## src/rtl/ifq_pkg.sv

```systemverilog
// Shared types and helpers for the instruction fetch queue: reset PC default,
// queue entry layout and the counter-width rule used by the top and the FIFO.
package ifq_pkg;

  localparam logic [31:0] IFQ_RESET_PC = 32'h0000_0000;

  typedef struct packed {
    logic [31:0] pc;
    logic [31:0] instr;
  } ifq_entry_t;

  // Counters must hold the value DEPTH itself, hence one bit above the index width.
  function automatic int ifq_cnt_w(input int depth);
    return $clog2(depth) + 1;
  endfunction

endpackage

```

## src/rtl/ifq_fifo.sv

```systemverilog
// Circular prefetch buffer of {pc, instr} entries with push/pop/flush and
// registered head outputs (the head is valid the cycle after the push that fills it).
module ifq_fifo
  import ifq_pkg::*;
#(
  parameter int DEPTH = 4
) (
  input  logic                          clk,
  input  logic                          rst,
  input  logic                          push,
  input  ifq_entry_t                    push_entry,
  input  logic                          pop,
  input  logic                          flush,
  output logic                          head_valid,
  output ifq_entry_t                    head_entry,
  output logic [ifq_cnt_w(DEPTH)-1:0]   count
);

  localparam int AW = $clog2(DEPTH);
  localparam int CW = ifq_cnt_w(DEPTH);

  ifq_entry_t    mem [DEPTH];
  logic [AW-1:0] rd_ptr;
  logic [AW-1:0] wr_ptr;
  logic [AW-1:0] rd_nxt;
  logic [CW-1:0] cnt_nxt;
  logic          pop_ok;
  logic          push_ok;
  ifq_entry_t    head_nxt;

  assign pop_ok  = pop & head_valid & ~flush;
  assign push_ok = push & ~flush & ((count != CW'(DEPTH)) | pop_ok);

  // A push landing in the slot that becomes the new head forwards its data
  // into the head register; otherwise the head comes from storage.
  always_comb begin
    rd_nxt   = pop_ok ? rd_ptr + AW'(1) : rd_ptr;
    cnt_nxt  = count + CW'(push_ok) - CW'(pop_ok);
    head_nxt = (push_ok && (wr_ptr == rd_nxt)) ? push_entry : mem[rd_nxt];
  end

  always_ff @(posedge clk) begin
    if (push_ok) mem[wr_ptr] <= push_entry;
  end

  always_ff @(posedge clk or posedge rst) begin
    if (rst) begin
      rd_ptr     <= '0;
      wr_ptr     <= '0;
      count      <= '0;
      head_valid <= 1'b0;
      head_entry <= '0;
    end else if (flush) begin
      rd_ptr     <= '0;
      wr_ptr     <= '0;
      count      <= '0;
      head_valid <= 1'b0;
      head_entry <= '0;
    end else begin
      if (push_ok) wr_ptr <= wr_ptr + AW'(1);
      rd_ptr     <= rd_nxt;
      count      <= cnt_nxt;
      head_valid <= (cnt_nxt != '0);
      head_entry <= (cnt_nxt != '0) ? head_nxt : '0;
    end
  end

endmodule

```

## src/rtl/instr_fetch_queue.sv

```systemverilog
// Fetch front end: fetch PC, credit-limited in-order imem requests, redirect flush
// with in-flight discard. Optional stall counter port when IFQ_PERF_EN is defined.
module instr_fetch_queue
  import ifq_pkg::*;
#(
  parameter int          DEPTH    = 4,
  parameter logic [31:0] RESET_PC = IFQ_RESET_PC
) (
  input  logic        clk_i,
  input  logic        rst_i,
  output logic        imem_req_o,
  output logic [31:0] imem_addr_o,
  input  logic        imem_ready_i,
  input  logic        imem_rvalid_i,
  input  logic [31:0] imem_rdata_i,
  input  logic        redirect_i,
  input  logic [31:0] redirect_pc_i,
  output logic        instr_valid_o,
  output logic [31:0] instr_o,
  output logic [31:0] instr_pc_o,
  input  logic        instr_ready_i
`ifdef IFQ_PERF_EN
 ,output logic [31:0] stall_cnt_o
`endif
);

  localparam int            CW      = ifq_cnt_w(DEPTH);
  localparam logic [CW:0]   DEPTH_C = (CW+1)'(DEPTH);

  logic [CW-1:0] occ;
  logic [CW-1:0] live;
  logic [CW-1:0] drop;
  logic [31:0]   fetch_pc;
  logic [31:0]   resp_pc;
  logic [31:0]   redirect_tgt;
  logic [CW:0]   occ_live;
  logic [CW:0]   live_drop;
  logic          issue;
  logic          resp_any;
  logic          resp_keep;
  logic          resp_discard;
  ifq_entry_t    push_entry;
  ifq_entry_t    head_entry;

  assign redirect_tgt = {redirect_pc_i[31:2], 2'b00};
  assign occ_live     = {1'b0, occ} + {1'b0, live};
  assign live_drop    = {1'b0, live} + {1'b0, drop};

  // Credit: room in the queue for every kept response, and every outstanding
  // request (kept or discarded) bounded by DEPTH.
  assign imem_req_o   = ~rst_i & ~redirect_i & (occ_live < DEPTH_C) & (live_drop < DEPTH_C);
  assign imem_addr_o  = fetch_pc;
  assign issue        = imem_req_o & imem_ready_i;

  assign resp_any     = imem_rvalid_i & (live_drop != '0);
  assign resp_discard = imem_rvalid_i & ~redirect_i & (drop != '0);
  assign resp_keep    = imem_rvalid_i & ~redirect_i & (drop == '0) & (live != '0);

  assign push_entry   = '{pc: resp_pc, instr: imem_rdata_i};

  always_ff @(posedge clk_i or posedge rst_i) begin
    if (rst_i) begin
      live     <= '0;
      drop     <= '0;
      fetch_pc <= RESET_PC;
      resp_pc  <= RESET_PC;
    end else if (redirect_i) begin
      // Everything still in flight becomes garbage; a response arriving now is one of them.
      live     <= '0;
      drop     <= drop + live - CW'(resp_any);
      fetch_pc <= redirect_tgt;
      resp_pc  <= redirect_tgt;
    end else begin
      live     <= live + CW'(issue) - CW'(resp_keep);
      drop     <= drop - CW'(resp_discard);
      if (issue)     fetch_pc <= fetch_pc + 32'd4;
      if (resp_keep) resp_pc  <= resp_pc + 32'd4;
    end
  end

  ifq_fifo #(
    .DEPTH (DEPTH)
  ) u_fifo (
    .clk        (clk_i),
    .rst        (rst_i),
    .push       (resp_keep),
    .push_entry (push_entry),
    .pop        (instr_ready_i & ~redirect_i),
    .flush      (redirect_i),
    .head_valid (instr_valid_o),
    .head_entry (head_entry),
    .count      (occ)
  );

  assign instr_o    = head_entry.instr;
  assign instr_pc_o = head_entry.pc;

`ifdef IFQ_PERF_EN
  function automatic logic [31:0] sat_inc(input logic [31:0] v);
    return (v == '1) ? v : v + 32'd1;
  endfunction

  always_ff @(posedge clk_i or posedge rst_i) begin
    if (rst_i)               stall_cnt_o <= '0;
    else if (!instr_valid_o) stall_cnt_o <= sat_inc(stall_cnt_o);
  end
`endif

endmodule

```

## config.mk

```make
export PLATFORM = sky130hd
export DESIGN_NAME = instr_fetch_queue
export DESIGN_NICKNAME = d
export VERILOG_FILES = /design/src/rtl/ifq_pkg.sv /design/src/rtl/ifq_fifo.sv /design/src/rtl/instr_fetch_queue.sv
export SDC_FILE = /design/constraint.sdc
export NUM_CORES = 1
export LEC_CHECK = 0
export BUFFER_PORTS_ARGS = -buffer_cell sky130_fd_sc_hd__buf_2
export CAP_MARGIN = 10
export CORE_MARGIN = 1.5
export CORE_UTILIZATION = 25
export CTS_CLUSTER_DIAMETER = 150
export DETAILED_ROUTE_END_ITERATION = 10
export GPL_ROUTABILITY_DRIVEN = 0
export SYNTH_ARGS = -nofsm -noshare
export SYNTH_HDL_FRONTEND = slang
export SYNTH_SLANG_ARGS = --single-unit
```

## constraint.sdc

```tcl
create_clock -name clk_i -period 11.2 [get_ports clk_i]
set_clock_uncertainty 0.15 [all_clocks]
set_input_delay 2.24 -clock clk_i [delete_from_list [all_inputs] [get_ports clk_i]]
set_output_delay 2.24 -clock clk_i [all_outputs]
set_load 0.05 [all_outputs]
```

== Word level (Yosys, flattened, before mapping) ==
Memories as Yosys holds them, arrays and structs flattened.
Index checks and enable logic that the tools add are counted.
Word-level totals
  bits in writable memories: 256
  memories: 1
  bits in registers: 142
Operators by class
  reduce and logical (&&, ||, !) cells: 9
  add/subtract/negate cells: 13
  $lt $le $gt $ge: 2
  eq/ne operators: 2
  bitwise logic cells: 17
  mux-type cells: 17
Memories
  u_fifo.mem: depth 4, width 64, rd ports 1, clocked after Yosys merged registers in 0, write ports 1, RTL line ifq_fifo.sv:22  | ifq_entry_t mem [DEPTH];
Operators with widths (count)
  2-to-1 mux 64 bit: 3
  2-to-1 mux 32 bit: 4
  adder 32 x 3 -> 32 bit, second input constant: 2
  bitwise AND 1 bit: 14
  subtractor 3 x 1 -> 3 bit: 4
  2-to-1 mux 3 bit: 3
  nonzero test 3 bit: 3
  adder 3 x 3 -> 4 bit: 2
  less-than comparator 4 x 3 -> 1 bit, second input constant: 2
  2-to-1 mux 2 bit: 4
  adder 3 x 1 -> 3 bit: 2
  nonzero test 2 bit: 3
  adder 2 x 1 -> 2 bit, second input constant: 2
  nonzero test 4 bit: 1
  adder 3 bit: 1
  logical NOT 3 bit: 1
  2-to-1 mux 1 bit: 3
  != test 3 bit, second input constant: 1
  == test 2 bit: 1
  NOT 1 bit: 2
  logical AND 1 bit: 1
  bitwise OR 1 bit: 1

== Longest topological paths before layout ==
  word-level depth: 11
  mapped depth: 17
  mapped depth without buffers: 15

== Cells and area by module ==
Synthesis repeated with hierarchy kept, for this count alone.
Second synthesis, totals
  cell total of the unflattened synthesis: 1815
  area total of the unflattened synthesis: 19501.2 µm²
Modules (own cells, without submodules)
  ifq_fifo: seq. area each 9489.1 µm², area each 15376.0 µm², cells each 1341, instances 1
  instr_fetch_queue: seq. area each 1651.6 µm², area each 4125.2 µm², cells each 474, instances 1

== Worst setup path after synthesis ==
Ideal clock, no wire load.
  kind: input -> output
  start: input rst_i
  end: output imem_req_o
  arrival time: 4325 ps
  cell stages on the path: 2
  slack: 4485 ps
  buffers on the path: 0
  data required time: 8810 ps
  path through: or4_4 nor4_1
On the way
  longest elaborated chain between the ends: 4
Ends and longest elaborated chain
  from (decl): RTL line instr_fetch_queue.sv:10  | input logic rst_i,
  NOT 1 bit: RTL line instr_fetch_queue.sv:51  | assign imem_req_o = ~rst_i & ~redirect_i & (occ_live < DEPTH_C) & (live_drop < DEPTH_C);
  bitwise AND 1 bit (3 in a row): RTL line instr_fetch_queue.sv:51
  to (decl): RTL line instr_fetch_queue.sv:11  | output logic imem_req_o,
No other way between the ends.

== Worst setup path in the final report ==
  start: input redirect_i
  end: register u_fifo.head_entry[44] (netlist name)
On the way
  longest elaborated chain between the ends: 11
  elaborated cells between the ends (all ways): 20
  classes of those cells: add/sub (2); eq/ne (1); mux (4); bitwise (10); reduce/logical (2); memory (1)
Ends and longest elaborated chain
  from (decl): RTL line instr_fetch_queue.sv:16  | input logic redirect_i,
  NOT 1 bit
  bitwise AND 1 bit (on tied branches): RTL line instr_fetch_queue.sv:57, instr_fetch_queue.sv:88
  bitwise AND 1 bit (on tied branches) (2 in a row): RTL line instr_fetch_queue.sv:57, ifq_fifo.sv:31
  bitwise AND 1 bit / bitwise OR 1 bit (equally long branches): RTL line ifq_fifo.sv:32  | assign push_ok = push & ~flush & ((count != CW'(DEPTH)) | pop_ok);
  bitwise AND 1 bit: RTL line ifq_fifo.sv:32
  adder 3 x 1 -> 3 bit: RTL line ifq_fifo.sv:38  | cnt_nxt = count + CW'(push_ok) - CW'(pop_ok);
  subtractor 3 x 1 -> 3 bit: RTL line ifq_fifo.sv:38
  nonzero test 3 bit: RTL line ifq_fifo.sv:64  | head_entry <= (cnt_nxt != '0) ? head_nxt : '0;
  2-to-1 mux 64 bit: RTL line ifq_fifo.sv:64
  2-to-1 mux 64 bit (*): RTL line ifq_fifo.sv:53  | end else if (flush) begin
Every way passes the cells marked *; elsewhere a longest branch is shown, timed or not.
A chain may end at the register's enable or synchronous reset.

==> run_results.csv <==
group,metric,value,unit
logic_synthesis,syn_avg_cell_area,12.0,µm²
grt,use_met1,0.180,
logic_synthesis,synth_seq_area_share,0.585,
worst_setup_path,required,11.49,ns
logic_synthesis,synth_edf_count,248,
worst_setup_path,path_class,"primary input to flop",
hold_path,holdCritStartpoint,"imem_addr_o[16]",
sta,slew_headroom,0.217,
cts,cts_root_buf,"clkbuf_16",
worst_setup_path,worstPathArrival,7.18,ns
power_and_ir_drop,p_int,2.80,mW
placement,dp.cells,2572,
grt,met2_usage,0.237,
hold_path,min_to,"imem_addr_o[16]",
run_status,outcome,"complete, no violations",
grt,grt_max_degree,94,
logic_synthesis,yosysTopAreaCellShare,0.401,
logic_synthesis,synth_top_cell_by_area,"edfxtp_1",
sta,setup_tns,0,ns
die,die_h,276,µm
cells_and_area,drive_gt1_frac,0.241,
logic_synthesis,synthTopCellsByArea,"edfxtp_1 40%, dfrtp_1 18%, mux2_2 7.5%, nand2_1 6.2%, o221ai_1 5.7%",
grt,use_met3,0.0246,
placement,dp_slack,3.64,ns
hold_path,hold_depth,1,
sta,drv_slew,0,
logic_synthesis,async_reset_ff_frac,0.356,
placement,hpwlAfterDp,31700,µm
worst_setup_path,endpoint_kind,"flop",
flow_run,maxCapViolations,0,
drt,dr_total_vias,13700,
sta,period_needed,6.89,ns
worst_setup_path,r2r_slack,5.56,ns
power_and_ir_drop,cellPowerDensity,188,nW/µm²
cells_and_area,diodes,0,
cts,post_cts_resized,0,
cts,htree_levels,2,
cts,cts.path.max_buffers,3,
logic_synthesis,ys.flop_type,"edfxtp_1",
cells_and_area,area_growth,18.3,%
sta,whs,0.388,ns
cts,clk_latency,0.59,ns
drt,wl,54000,µm
hold_path,hold_path.class,"flop to flop",
sta,fin_ws,4.31,ns
cts,post_cts_buffers,0,
sta,worst_pin_slew,1.17,ns
drt,drt_iter0_drc,987,
cells_and_area,fin_nets,1755,
grt,antenna_found_initial,0,
cts,tritoncts,"built",
cells_and_area,post-route-util,0.300,
worst_setup_path,rr_worst_depth,14,
grt,grt_pass1_vias,14300,
worst_setup_path,rr_startpoint,"drop[1]",
die,die_x,276,µm
grt,grt_pass1_wl,82400,µm
power_and_ir_drop,ir_drop,93.0,µV
power_and_ir_drop,p_leak,7.86,nW
grt,busiest_layer,"met2",
sta,setup_viol,0,
grt,grt.total_usage,0.140,
drt,dr.pass1.iters,7,
drt,detail-route-antenna-nets,0,
die,io_pins,168,
placement,portBuffers,163,
sta,max_freq,145,MHz
power_and_ir_drop,power_frac_seq,0.412,
die,design.core.area,73300,µm²
drt,wl_per_cell,20.3,µm
logic_synthesis,ys_warn_count,0,
cells_and_area,final_cells,2658,
cts,clock-sinks,385,
power_and_ir_drop,swShare,0.323,
sta,finalHoldViolCount,0,
die,initial_core_util,0.253,
die,dieArea,76000,µm²
logic_synthesis,synth_cell_type_count,63,
cts,clk_pin_slew,0.06,ns
logic_synthesis,ys_ff_latch,385,
logic_synthesis,postSynthCellCount,1547,
logic_synthesis,synthesis.area,18600,µm²
power_and_ir_drop,power_frac_comb,0.201,
power_and_ir_drop,power.switching,1.33,mW
worst_setup_path,start_kind,"primary input",
sta,finalCritPeriodShare,0.615,
drt,drc_errors,0,
cts,ctsHoldBuffers,0,
die,rows,99,
worst_setup_path,r2r-end,"u_fifo.head_entry[44]",
power_and_ir_drop,p_clk_frac,0.387,
cts,numCtsBuffers,46,
drt,viasPerCell,5.16,
grt,overflow,0,
worst_setup_path,path_max_fanout,92,
sta,rsz0062_at_grt,"no",
-- cell usage in the layout, fill, tap and decap left out, drive strengths merged, types with 5 or more instances in the layout --
master  count
mux2      124
and2        7
o21ai      35
xnor2      15
a21oi      17
dfrtp     137
or4        12
a31oi      10
nand3      36
o221ai    122
a32oi      61
clkinv     17
buf       183
o211ai     20
and4        5
nand4      20
o311ai     15
nor3        5
or3        10
bufinv      6
nor4       11
edfxtp    248
nor2       31
mux2i      63
and3       10
ha         20
nand2     307
xor2        8
clkbuf     58
inv        40
-- kinds of logic after synthesis --
family,share of synthesized area
simple gates,0.113
flops,0.585
compound gates,0.131
mux,0.109
buf+inv,0.0329
fa+ha+maj,0.0178
xor+xnor,0.0108
other cells,0.000202
-- worst max-delay path by stage --
stage,start,to,slack (ns),cells after the start
2_1_floorplan,rst_i,imem_req_o,4.49,2
3_3_place_gp,redirect_i,u_fifo.head_entry[44],3.76,15
3_5_place_dp,redirect_i,u_fifo.head_entry[44],3.64,15
4_1_cts,redirect_i,u_fifo.head_entry[44],4.28,15
5_1_grt,redirect_i,u_fifo.head_entry[44],3.88,15
6_report,redirect_i,u_fifo.head_entry[44],4.31,15
-- worst max-delay path, cell delays in order --
cell      delay, ns
buf_2          0.17
nand2b_1       0.17
or3_1          0.77
inv_2          0.55
nand2_1        0.23
clkinv_1       0.21
ha_1           0.18
inv_1          0.05
fa_1           0.37
xor2_1         0.16
xnor2_1        0.19
a31oi_4        0.93
buf_12         0.45
nand2_1        0.12
mux2i_1        0.33
-- power by group through the flow --
stage	Combinational, mW	Sequential, mW	Clock, mW
finish	0.829	1.70	1.60
global placement	0.823	1.73	0
global route	0.904	1.71	1.69
floorplan	0.363	1.94	0
CTS	0.840	1.70	1.64
detailed placement	0.838	1.73	0
-- area by class of cell --
class	instances	area (µm²)
fill	7431	51300
timing repair buffer	183	978
tap	959	1200
inverter	37	146
multi-input combinational	1008	7160
sequential	385	10900
clock buffer	58	1310
clock inverter	28	320
-- cells in the mapped netlist, types with 14 or more instances --
cell type / instances
a21oi_1: 17
a32oi_1: 61
buf_1: 15
clkbuf_1: 91
dfrtp_1: 137
edfxtp_1: 248
ha_1: 20
inv_1: 33
mux2_2: 124
mux2i_1: 63
nand2_1: 307
nand3_1: 36
nand4_1: 19
nor2_1: 30
o211ai_1: 19
o21ai_0: 24
o221ai_1: 122
o311ai_0: 14
xnor2_1: 15
-- per-stage QoR --
stage	cell area, µm²	total power [mW]
final	22000	4.13
after global routing	22000	4.31
after detailed placement	20400	2.57
after floorplan	18600	2.30
after global placement	20400	2.55
after CTS	22000	4.18
-- state kept, by name (all words and copies together) (netlist names), 2 cells and up --
name               count
live                   3
u_fifo.head_entry     63
u_fifo.mem           248
u_fifo.wr_ptr          2
u_fifo.count           3
drop                   3
imem_addr_o           30
u_fifo.rd_ptr          2
resp_pc               30
-- metal layers --
| layer | part of all wire | wire, µm |
|---|---|---|
| met5 | 0 | 0 |
| met4 | 0.024 | 1320 |
| met3 | 0.056 | 3030 |
| met2 | 0.48 | 25800 |
| met1 | 0.44 | 23800 |
No activity file was read; power rests on OpenSTA's default activity.
